### src/rtl/axis_sweep_controller_if.sv
// axis_sweep_controller_if: sweep configuration, control strobes and generator/status outputs
interface axis_sweep_controller_if #(
    parameter int PHASE_WIDTH = 30,
    parameter int CNTR_WIDTH  = 32
);
    logic [PHASE_WIDTH-1:0] cfg_start;
    logic [PHASE_WIDTH-1:0] cfg_step;
    logic [CNTR_WIDTH-1:0]  cfg_steps;
    logic [CNTR_WIDTH-1:0]  cfg_dwell;
    logic                   cfg_repeat;
    logic                   trg;
    logic                   abort;
    logic                   smp_en;
    logic                   gen_resetn;
    logic [PHASE_WIDTH-1:0] phase_inc;
    logic                   busy;
    logic                   done;
    logic [CNTR_WIDTH-1:0]  sts_step;

    modport master (
        input  cfg_start, cfg_step, cfg_steps, cfg_dwell, cfg_repeat, trg, abort, smp_en,
        output gen_resetn, phase_inc, busy, done, sts_step
    );

    modport slave (
        output cfg_start, cfg_step, cfg_steps, cfg_dwell, cfg_repeat, trg, abort, smp_en,
        input  gen_resetn, phase_inc, busy, done, sts_step
    );
endinterface

### src/rtl/axis_sweep_controller.sv
// axis_sweep_controller: steps the phase generator increment through a latched frequency sweep
module axis_sweep_controller #(
    parameter int PHASE_WIDTH = 30,
    parameter int CNTR_WIDTH  = 32
) (
    input logic                     aclk,
    input logic                     aresetn,
    axis_sweep_controller_if.master sw
);
    typedef enum logic [1:0] {IDLE, ARM, RUN, DONE} state_t;

    localparam logic [CNTR_WIDTH-1:0] ONE = CNTR_WIDTH'(1);

    state_t                 state_q, state_d;
    logic                   trg_q;
    logic [PHASE_WIDTH-1:0] start_q, start_d;
    logic [PHASE_WIDTH-1:0] delta_q, delta_d;
    logic [CNTR_WIDTH-1:0]  steps_max_q, steps_max_d;
    logic [CNTR_WIDTH-1:0]  dwell_max_q, dwell_max_d;
    logic                   repeat_q, repeat_d;
    logic [PHASE_WIDTH-1:0] phase_q, phase_d;
    logic [CNTR_WIDTH-1:0]  step_q, step_d;
    logic [CNTR_WIDTH-1:0]  dwell_q, dwell_d;
    logic                   gen_resetn_q, gen_resetn_d;
    logic                   busy_q, busy_d;
    logic                   done_q, done_d;
    logic                   trg_edge;
    logic                   dwell_end;

    assign trg_edge  = sw.trg & ~trg_q;
    assign dwell_end = sw.smp_en && (dwell_q == dwell_max_q - ONE);

    assign sw.gen_resetn = gen_resetn_q;
    assign sw.phase_inc  = phase_q;
    assign sw.busy       = busy_q;
    assign sw.done       = done_q;
    assign sw.sts_step   = step_q;

    // Next-state and registered-output logic; abort overrides every state transition
    always_comb begin
        state_d      = state_q;
        start_d      = start_q;
        delta_d      = delta_q;
        steps_max_d  = steps_max_q;
        dwell_max_d  = dwell_max_q;
        repeat_d     = repeat_q;
        phase_d      = phase_q;
        step_d       = step_q;
        dwell_d      = dwell_q;
        gen_resetn_d = gen_resetn_q;
        busy_d       = busy_q;
        done_d       = 1'b0;
        if (sw.abort) begin
            state_d      = IDLE;
            gen_resetn_d = 1'b0;
            busy_d       = 1'b0;
        end else begin
            case (state_q)
                IDLE: begin
                    if (trg_edge) begin
                        state_d      = ARM;
                        start_d      = sw.cfg_start;
                        delta_d      = sw.cfg_step;
                        steps_max_d  = (sw.cfg_steps == '0) ? ONE : sw.cfg_steps;
                        dwell_max_d  = (sw.cfg_dwell == '0) ? ONE : sw.cfg_dwell;
                        repeat_d     = sw.cfg_repeat;
                        phase_d      = sw.cfg_start;
                        step_d       = '0;
                        dwell_d      = '0;
                        gen_resetn_d = 1'b0;
                        busy_d       = 1'b1;
                    end
                end
                ARM: begin
                    state_d      = RUN;
                    gen_resetn_d = 1'b1;
                end
                RUN: begin
                    if (sw.smp_en) begin
                        dwell_d = dwell_end ? '0 : dwell_q + ONE;
                        if (dwell_end) begin
                            if (step_q < steps_max_q - ONE) begin
                                step_d  = step_q + ONE;
                                phase_d = phase_q + delta_q;
                            end else if (repeat_q) begin
                                step_d  = '0;
                                phase_d = start_q;
                            end else begin
                                state_d = DONE;
                                done_d  = 1'b1;
                                busy_d  = 1'b0;
                            end
                        end
                    end
                end
                DONE: begin
                    state_d = IDLE;
                end
                default: begin
                    state_d = IDLE;
                end
            endcase
        end
    end

    // State, shadow and output registers with asynchronous active-low reset
    always_ff @(posedge aclk or negedge aresetn) begin
        if (!aresetn) begin
            state_q      <= IDLE;
            trg_q        <= 1'b0;
            start_q      <= '0;
            delta_q      <= '0;
            steps_max_q  <= '0;
            dwell_max_q  <= '0;
            repeat_q     <= 1'b0;
            phase_q      <= '0;
            step_q       <= '0;
            dwell_q      <= '0;
            gen_resetn_q <= 1'b0;
            busy_q       <= 1'b0;
            done_q       <= 1'b0;
        end else begin
            state_q      <= state_d;
            trg_q        <= sw.trg;
            start_q      <= start_d;
            delta_q      <= delta_d;
            steps_max_q  <= steps_max_d;
            dwell_max_q  <= dwell_max_d;
            repeat_q     <= repeat_d;
            phase_q      <= phase_d;
            step_q       <= step_d;
            dwell_q      <= dwell_d;
            gen_resetn_q <= gen_resetn_d;
            busy_q       <= busy_d;
            done_q       <= done_d;
        end
    end
endmodule

### src/flat_wrapper.sv
// flat-port wrapper written by rule: the top's interface ports become plain ports
module axis_sweep_controller_flat 
#(
    parameter int PHASE_WIDTH = 30,
    parameter int CNTR_WIDTH  = 32
)
  (aclk, aresetn, sw_cfg_start, sw_cfg_step, sw_cfg_steps, sw_cfg_dwell, sw_cfg_repeat, sw_trg, sw_abort, sw_smp_en, sw_gen_resetn, sw_phase_inc, sw_busy, sw_done, sw_sts_step);
  axis_sweep_controller_if #(.PHASE_WIDTH(PHASE_WIDTH), .CNTR_WIDTH(CNTR_WIDTH)) sw_i ();
  input logic aclk;
  input logic aresetn;
  input wire logic [$bits(sw_i.cfg_start)-1:0] sw_cfg_start;
  input wire logic [$bits(sw_i.cfg_step)-1:0] sw_cfg_step;
  input wire logic [$bits(sw_i.cfg_steps)-1:0] sw_cfg_steps;
  input wire logic [$bits(sw_i.cfg_dwell)-1:0] sw_cfg_dwell;
  input wire logic [$bits(sw_i.cfg_repeat)-1:0] sw_cfg_repeat;
  input wire logic [$bits(sw_i.trg)-1:0] sw_trg;
  input wire logic [$bits(sw_i.abort)-1:0] sw_abort;
  input wire logic [$bits(sw_i.smp_en)-1:0] sw_smp_en;
  output wire logic [$bits(sw_i.gen_resetn)-1:0] sw_gen_resetn;
  output wire logic [$bits(sw_i.phase_inc)-1:0] sw_phase_inc;
  output wire logic [$bits(sw_i.busy)-1:0] sw_busy;
  output wire logic [$bits(sw_i.done)-1:0] sw_done;
  output wire logic [$bits(sw_i.sts_step)-1:0] sw_sts_step;
  assign sw_i.cfg_start = sw_cfg_start;
  assign sw_i.cfg_step = sw_cfg_step;
  assign sw_i.cfg_steps = sw_cfg_steps;
  assign sw_i.cfg_dwell = sw_cfg_dwell;
  assign sw_i.cfg_repeat = sw_cfg_repeat;
  assign sw_i.trg = sw_trg;
  assign sw_i.abort = sw_abort;
  assign sw_i.smp_en = sw_smp_en;
  assign sw_gen_resetn = sw_i.gen_resetn;
  assign sw_phase_inc = sw_i.phase_inc;
  assign sw_busy = sw_i.busy;
  assign sw_done = sw_i.done;
  assign sw_sts_step = sw_i.sts_step;
  axis_sweep_controller #(.PHASE_WIDTH(PHASE_WIDTH), .CNTR_WIDTH(CNTR_WIDTH)) u_core (.aclk(aclk), .aresetn(aresetn), .sw(sw_i));
endmodule
### config.mk
export PLATFORM = sky130hd
export DESIGN_NAME = axis_sweep_controller_flat
export DESIGN_NICKNAME = d
export VERILOG_FILES = /design/src/rtl/axis_sweep_controller_if.sv /design/src/rtl/axis_sweep_controller.sv /design/src/flat_wrapper.sv
export SDC_FILE = /design/constraint.sdc
export NUM_CORES = 1
export LEC_CHECK = 0
export ABC_AREA = 1
export ABC_CLOCK_PERIOD_IN_PS = 4300
export BUFFER_PORTS_ARGS = -buffer_cell sky130_fd_sc_hd__buf_4
export CORE_MARGIN = 2
export CORE_UTILIZATION = 45
export CTS_BUF_LIST = sky130_fd_sc_hd__clkbuf_4 sky130_fd_sc_hd__clkbuf_8
export CTS_CLUSTER_SIZE = 40
export DETAILED_ROUTE_END_ITERATION = 8
export SKIP_LAST_GASP = 1
export SLEW_MARGIN = 10
export SYNTH_ARGS = -nofsm -noshare
export SYNTH_HDL_FRONTEND = slang
export SYNTH_SLANG_ARGS = --single-unit
export TNS_END_PERCENT = 5
### constraint.sdc
create_clock -name aclk -period 4.3 [get_ports aclk]
set_input_delay 0.645 -clock aclk [delete_from_list [all_inputs] [get_ports aclk]]
set_output_delay 0.645 -clock aclk [all_outputs]
set_load 0.03 [all_outputs]
# Word level (Yosys, flattened, before mapping)

Cells that the tools add are included.

Register bits: 225
Bits in latches: 0
RAM bits: 0
ROM bits: 0
Input port bits: 130
Output and inout bits: 65
Word-level logic and storage cells: 88
Memories: 0

Add/sub/neg operators: 5
Multipliers: 0
Divide/modulo/power cells: 0
Magnitude comparators: 1
Equal/unequal tests: 13
Shift-type cells: 0
Mux-type cells: 40
Bitwise gates (word level): 3
Reduce and logical (&&, ||, !) cells: 13

Operator list:

| operator                                                                | number |
|---|---|
| 32-bit 2-to-1 mux                                                       | 9 |
| 30-bit 2-to-1 mux                                                       | 5 |
| 32-bit case mux with 2 select lines                                     | 2 |
| 32-bit by 1-bit adder with 32-bit output, second input constant         | 2 |
| 32-bit logical NOT                                                      | 2 |
| 32-bit by 1-bit subtractor with 32-bit output, second input constant    | 2 |
| 30-bit case mux with 2 select lines                                     | 1 |
| 32-bit == test                                                          | 1 |
| 32-bit less-than comparator                                             | 1 |
| 30-bit adder                                                            | 1 |
| 1-bit 2-to-1 mux                                                        | 14 |
| 2-bit 2-to-1 mux                                                        | 6 |
| 6-bit AND reduction                                                     | 2 |
| 3-bit inequality test, second input constant                            | 3 |
| 2-bit case mux with 4 select lines                                      | 1 |
| 3-bit by 2-bit inequality test with 1-bit output, second input constant | 2 |
| 3-bit nonzero test                                                      | 2 |
| 5-bit AND reduction                                                     | 1 |
| 2-bit == test, second input constant                                    | 2 |
| 2-bit by 1-bit inequality test with 1-bit output, second input constant | 2 |
| 1-bit case mux with 2 select lines                                      | 2 |
| 4-bit AND reduction                                                     | 1 |
| 3-bit by 1-bit inequality test with 1-bit output, second input constant | 1 |
| 3-bit AND reduction                                                     | 1 |
| 8 further kinds                                                         | 9 |

# Depth between registers and ports, before layout

Word-level depth: 7
Mapped depth: 30
Depth with buffers taken out: 29

# Worst setup path after synthesis

OpenSTA, ideal clock, no wires.

Path kind: register to register
From: reg u_core.steps_max_q[2]
To: reg u_core.step_q[30], in the netlist u_core.sw.sts_step[30]
Arrival time: 3.587 ns
Data required time: 4.182 ns
Path slack: 0.594 ns
Stages on the path, launching flop included: 30
Path buffers: 2
Clock period less this slack: 3.706 ns
Path through: dfrtp_1 nor2_1 nand2_1 nor3_2 nand2_1 inv_1 nand4_1 nor2_1 nand2_1 nor2_1 nand2_1 nor2_1 nand4_1 xor2_1 ha_1 nand2_1 nor2_1 inv_1 nor2_1 o21ai_0 nand2_1 inv_1 nand2_1 buf_2 inv_1 nand2_1 clkbuf_1 nor2_1 nand4_1 nand2_1

Cells in the longest elaborated chain, start to end: 6
Elaborated cells on any way between the ends: 8
Classes of those cells: add/sub (1); order compare (1); eq/ne (1); mux (4); reduce/logical (1)

Ends and longest elaborated chain:

| what                                              | line                         | text |
|---|---|---|
| start: declaration                                | axis_sweep_controller.sv:18  | `logic [CNTR_WIDTH-1:0] steps_max_q, steps_max_d;` |
| start signal: assignment                          | axis_sweep_controller.sv:127 | `steps_max_q <= steps_max_d;` |
| 32-bit by 1-bit subtractor with 32-bit output (*) | axis_sweep_controller.sv:82  | `if (step_q < steps_max_q - ONE) begin` |
| 32-bit less-than comparator (*)                   | axis_sweep_controller.sv:82  |  |
| 32-bit 2-to-1 mux                                 | axis_sweep_controller.sv:82  |  |
| 32-bit 2-to-1 mux                                 | axis_sweep_controller.sv:81  | `if (dwell_end) begin` |
| 32-bit 2-to-1 mux                                 | axis_sweep_controller.sv:79  | `if (sw.smp_en) begin` |
| 32-bit case mux with 2 select lines               | axis_sweep_controller.sv:58  | `case (state_q)` |
| end signal: assignment                            | axis_sweep_controller.sv:131 | `step_q <= step_d;` |
| end: declaration                                  | axis_sweep_controller.sv:22  | `logic [CNTR_WIDTH-1:0] step_q, step_d;` |

Mark *: on every way between the ends. The rest lies on a longest branch, timed or not. The select of a mux whose other input is x is not followed.
A chain may end at the register's enable or synchronous reset.

# Worst setup path in the final report

From: reg u_core.steps_max_q[2]
To: reg u_core.step_q[24], in the netlist u_core.sw.sts_step[24]

The elaborated chain is that of the path after synthesis.

==> impl_metrics.tcl <==
set metrics [dict create \
    p_seq_frac 0.316 \
    synth_cells 2227 \
    row_count 68 \
    fp.dieW_um 190 \
    viasPerCell 5.26 \
    yosysUniqueCellTypes 43 \
    place_congestion 0.945 \
    worst_slack_ns 0.455 \
    skew_ns 0.0403 \
    gr-usage-all-layers 0.274 \
    postCtsHoldBufs 0 \
    setup_viol_count_final 0 \
    synth-edff-count 0 \
    p_total_w 0.0116 \
    ys.flop_type "dfrtp_1" \
    cts_buffer_depth 3 \
    maxSlewViolCount 0 \
    pwr-share-comb 0.475 \
    ys_warn_count 0 \
    whs_ns 0.0548 \
    ys_seq_elements 225 \
    numPortBuffers 194 \
    dp_hpwl_um 36600 \
    max_freq_mhz 260 \
    fp.dieH_um 190 \
    min_period_ns 3.84 \
    cts_buffers 44 \
    clk_pin_slew_ns 0.06 \
    p_per_area_nw_per_um2 627 \
    p_leak_nw 9.30 \
    drc 0 \
    power.internal_w 0.00626 \
    cts_tree "done" \
    antenna_found_initial 0 \
    htreeDepth 2 \
    tns_ns 0 \
    endpoint_kind "flip-flop" \
    p_sw_w 0.00537 \
    finalCritPeriodShare 0.894 \
    pwr-share-clk 0.208 \
    drt_iter0_markers 965 \
    vias 15300 \
    drive_gt1_frac 0.141 \
    synth_nets 2426 \
    cp.required_ns 4.83 \
    post-place-ws_ns 0.0109 \
    clk_latency_ns 0.62 \
    avgRoutedWirePerCell_um 16.8 \
    grt_max_degree 98 \
    finalHoldViolations 0 \
    worstRegToRegCells 25 \
    hp-class "in -> async" \
    core_um2 34400 \
    status "complete, no violations" \
    detail_route.first_pass.iterations 7 \
    n_antenna_cell 0 \
    ios 195 \
    swShare 0.462 \
    ys_async_sr_fraction 1.00 \
    vdd_drop_max_uv 392 \
    drtAntennaViolNets 0 \
    cts_root_buf "clkbuf_8" \
    cts_sinks 225 \
    syn_area_um2 15600 \
    grt_pass1_wl_um 78700 \
    cap_viol_max_count 0 \
    grt_overflow_total 0 \
    die_area_um2 36200 \
    wirelength_um 48600 \
    grt_pass1_vias 14700 \
    relSlewSlack 0.445 \
    syn_to_final_growth_pct 18.9 \
    crit_type "reg -> reg" \
    worstMarginPinSlew_ns 0.824 \
    nets 2611 \
    cp_max_fo 23 \
    rsz0062_at_grt "no" \
    syn_area_per_cell_um2 7.01 \
    initial_utilization 0.454 \
    worstSetupStartpointType "flip-flop" \
    yosysSeqAreaShare 0.361 \
    cp.arrival_ns 4.37 \
]
[Yosys cell counts (3+ instances only)]
cell      instances  area share
a21boi_0          3      0.0014
a21oi_1          92       0.029
buf_2             8      0.0026
buf_6            11      0.0079
clkbuf_1         55       0.013
dfrtp_1         225        0.36
ha_1             68       0.054
inv_1           158       0.038
inv_2             7      0.0017
nand2_1         811        0.19
nand2_2           6      0.0024
nand3_1         140       0.045
nand3_2           3      0.0019
nand3b_1          8      0.0038
nand4_1         104       0.042
nor2_1          191       0.046
nor2_2            8      0.0032
nor2_4            5      0.0036
nor3_1           49       0.016
nor3_2            4      0.0026
nor4_1           29       0.012
o21ai_0          71       0.023
o21bai_1          5      0.0024
or2_2             4      0.0016
or4_1             4      0.0019
xnor2_1          38       0.021
xor2_1           96       0.054
[area by class of cell]
cell class | count | area, um2
Clock inverter | 7 | 90.1
Timing Repair Buffer | 216 | 1720
Tap cell | 455 | 569
Multi-Input combinational cell | 1759 | 9020
Sequential cell | 225 | 5630
Inverter | 166 | 624
Fill cell | 3524 | 15800
Clock buffer | 72 | 903
[per-layer routing]
metal,GRT usage,wire [um],vias to the layer above,share of wire
met5,0,0,-,0
met4,0.0853,1300,0,0.027
met3,0.0425,2480,79,0.051
met2,0.439,22500,403,0.46
met1,0.380,22400,7127,0.46
li1,-,-,7651,-
[power by group through the flow]
stage               clock network (W)  logic (W)  registers [W]
finish                        0.00242    0.00553        0.00368
global route                  0.00258    0.00632        0.00378
CTS                           0.00249    0.00552        0.00366
detailed placement                  0    0.00549        0.00368
global placement                    0    0.00544        0.00369
floorplan                           0    0.00381        0.00367
[cell families (layout without fill, tap and decap cells)]
| family | count (synthesis) | in the layout | share of synthesized area |
|---|---|---|---|
| adders and majority gates | 69 | 69 | 0.0558 |
| DFF | 225 | 225 | 0.361 |
| xor gates and xnor gates | 134 | 134 | 0.0752 |
| AOI/OAI and AO/OA | 181 | 181 | 0.0607 |
| and+or+nand+nor | 1375 | 1375 | 0.383 |
| buffers and inverters | 243 | 461 | 0.0648 |
[final timing paths]
kind | start | to | slack [ns]
max in group asynchronous | aresetn | u_core.sw.sts_step[10] | 3.29
max reg2reg | u_core.steps_max_q[2] | u_core.sw.sts_step[24] | 0.46
min | aresetn | u_core.start_q[6] | 0.05
min in group aclk | sw_trg | u_core.trg_q | 0.17
min reg2reg | u_core.start_q[5] | u_core.start_q[5] | 0.47
max | u_core.steps_max_q[2] | u_core.sw.sts_step[24] | 0.46
[flip-flops by register name, summed over array words and instances, names as in the netlist]
signal                count
u_core.steps_max_q       32
u_core.sw.sts_step       32
u_core.trg_q              1
u_core.sw.gen_resetn      1
u_core.repeat_q           1
u_core.delta_q           30
u_core.start_q           30
u_core.sw.busy            1
u_core.dwell_q           32
u_core.sw.done            1
u_core.state_q            2
u_core.sw.phase_inc      30
u_core.dwell_max_q       32
[stage by stage]
stage	utilization	area, um2	cells
final	0.540	18600	2900
after CTS	0.537	18500	2897
after global routing	0.540	18600	2900
after detailed placement	0.508	17500	2818
after floorplan	-	15600	2227
after global placement	0.508	17500	2818
[critical path: stages, from the launching register on]
cell and delay, ns:
dfrtp_1 0.41, nor2_1 0.11, nand2_1 0.11, nor3_4 0.15
nand2_1 0.12, inv_1 0.11, nand4_1 0.17, nor2_2 0.17
nand2_1 0.11, nor2_2 0.12, nand2_1 0.12, nor2_2 0.13
nand4_1 0.10, xor2_1 0.16, ha_1 0.29, nand2_1 0.06
nor2_1 0.13, inv_1 0.07, nor3_1 0.17, nand2_1 0.11
nand2_4 0.16, nand3_2 0.15, nand3_4 0.20, buf_12 0.19
nand2_1 0.08, nand2_1 0.06
[cells in the final DEF, fill, tap and decap left out, types with 4 or more instances in the layout]
cell / Yosys / layout
a21oi_1: 92 / 92
buf_12: 0 / 6
buf_4: 2 / 205
clkbuf_4: 0 / 14
clkbuf_8: 0 / 58
clkinv_2: 0 / 4
dfrtp_1: 225 / 225
ha_1: 68 / 68
inv_1: 158 / 157
inv_2: 7 / 7
nand2_1: 811 / 809
nand2_2: 6 / 6
nand3_1: 140 / 139
nand3_2: 3 / 4
nand3b_1: 8 / 8
nand4_1: 104 / 104
nor2_1: 191 / 186
nor2_2: 8 / 11
nor2_4: 5 / 7
nor3_1: 49 / 49
nor4_1: 29 / 29
o21ai_0: 71 / 71
o21bai_1: 5 / 5
or2_2: 4 / 4
or4_1: 4 / 4
xnor2_1: 38 / 38
xor2_1: 96 / 96
[timing repair]
action                                  in CTS  in global routing
pin swaps                                    0                  3
setup buffers                                0                  3
endpoints found under the setup margin       1                 66
gates resized for setup                      1                 15
Note: power is estimated with default switching activity, not from simulation.
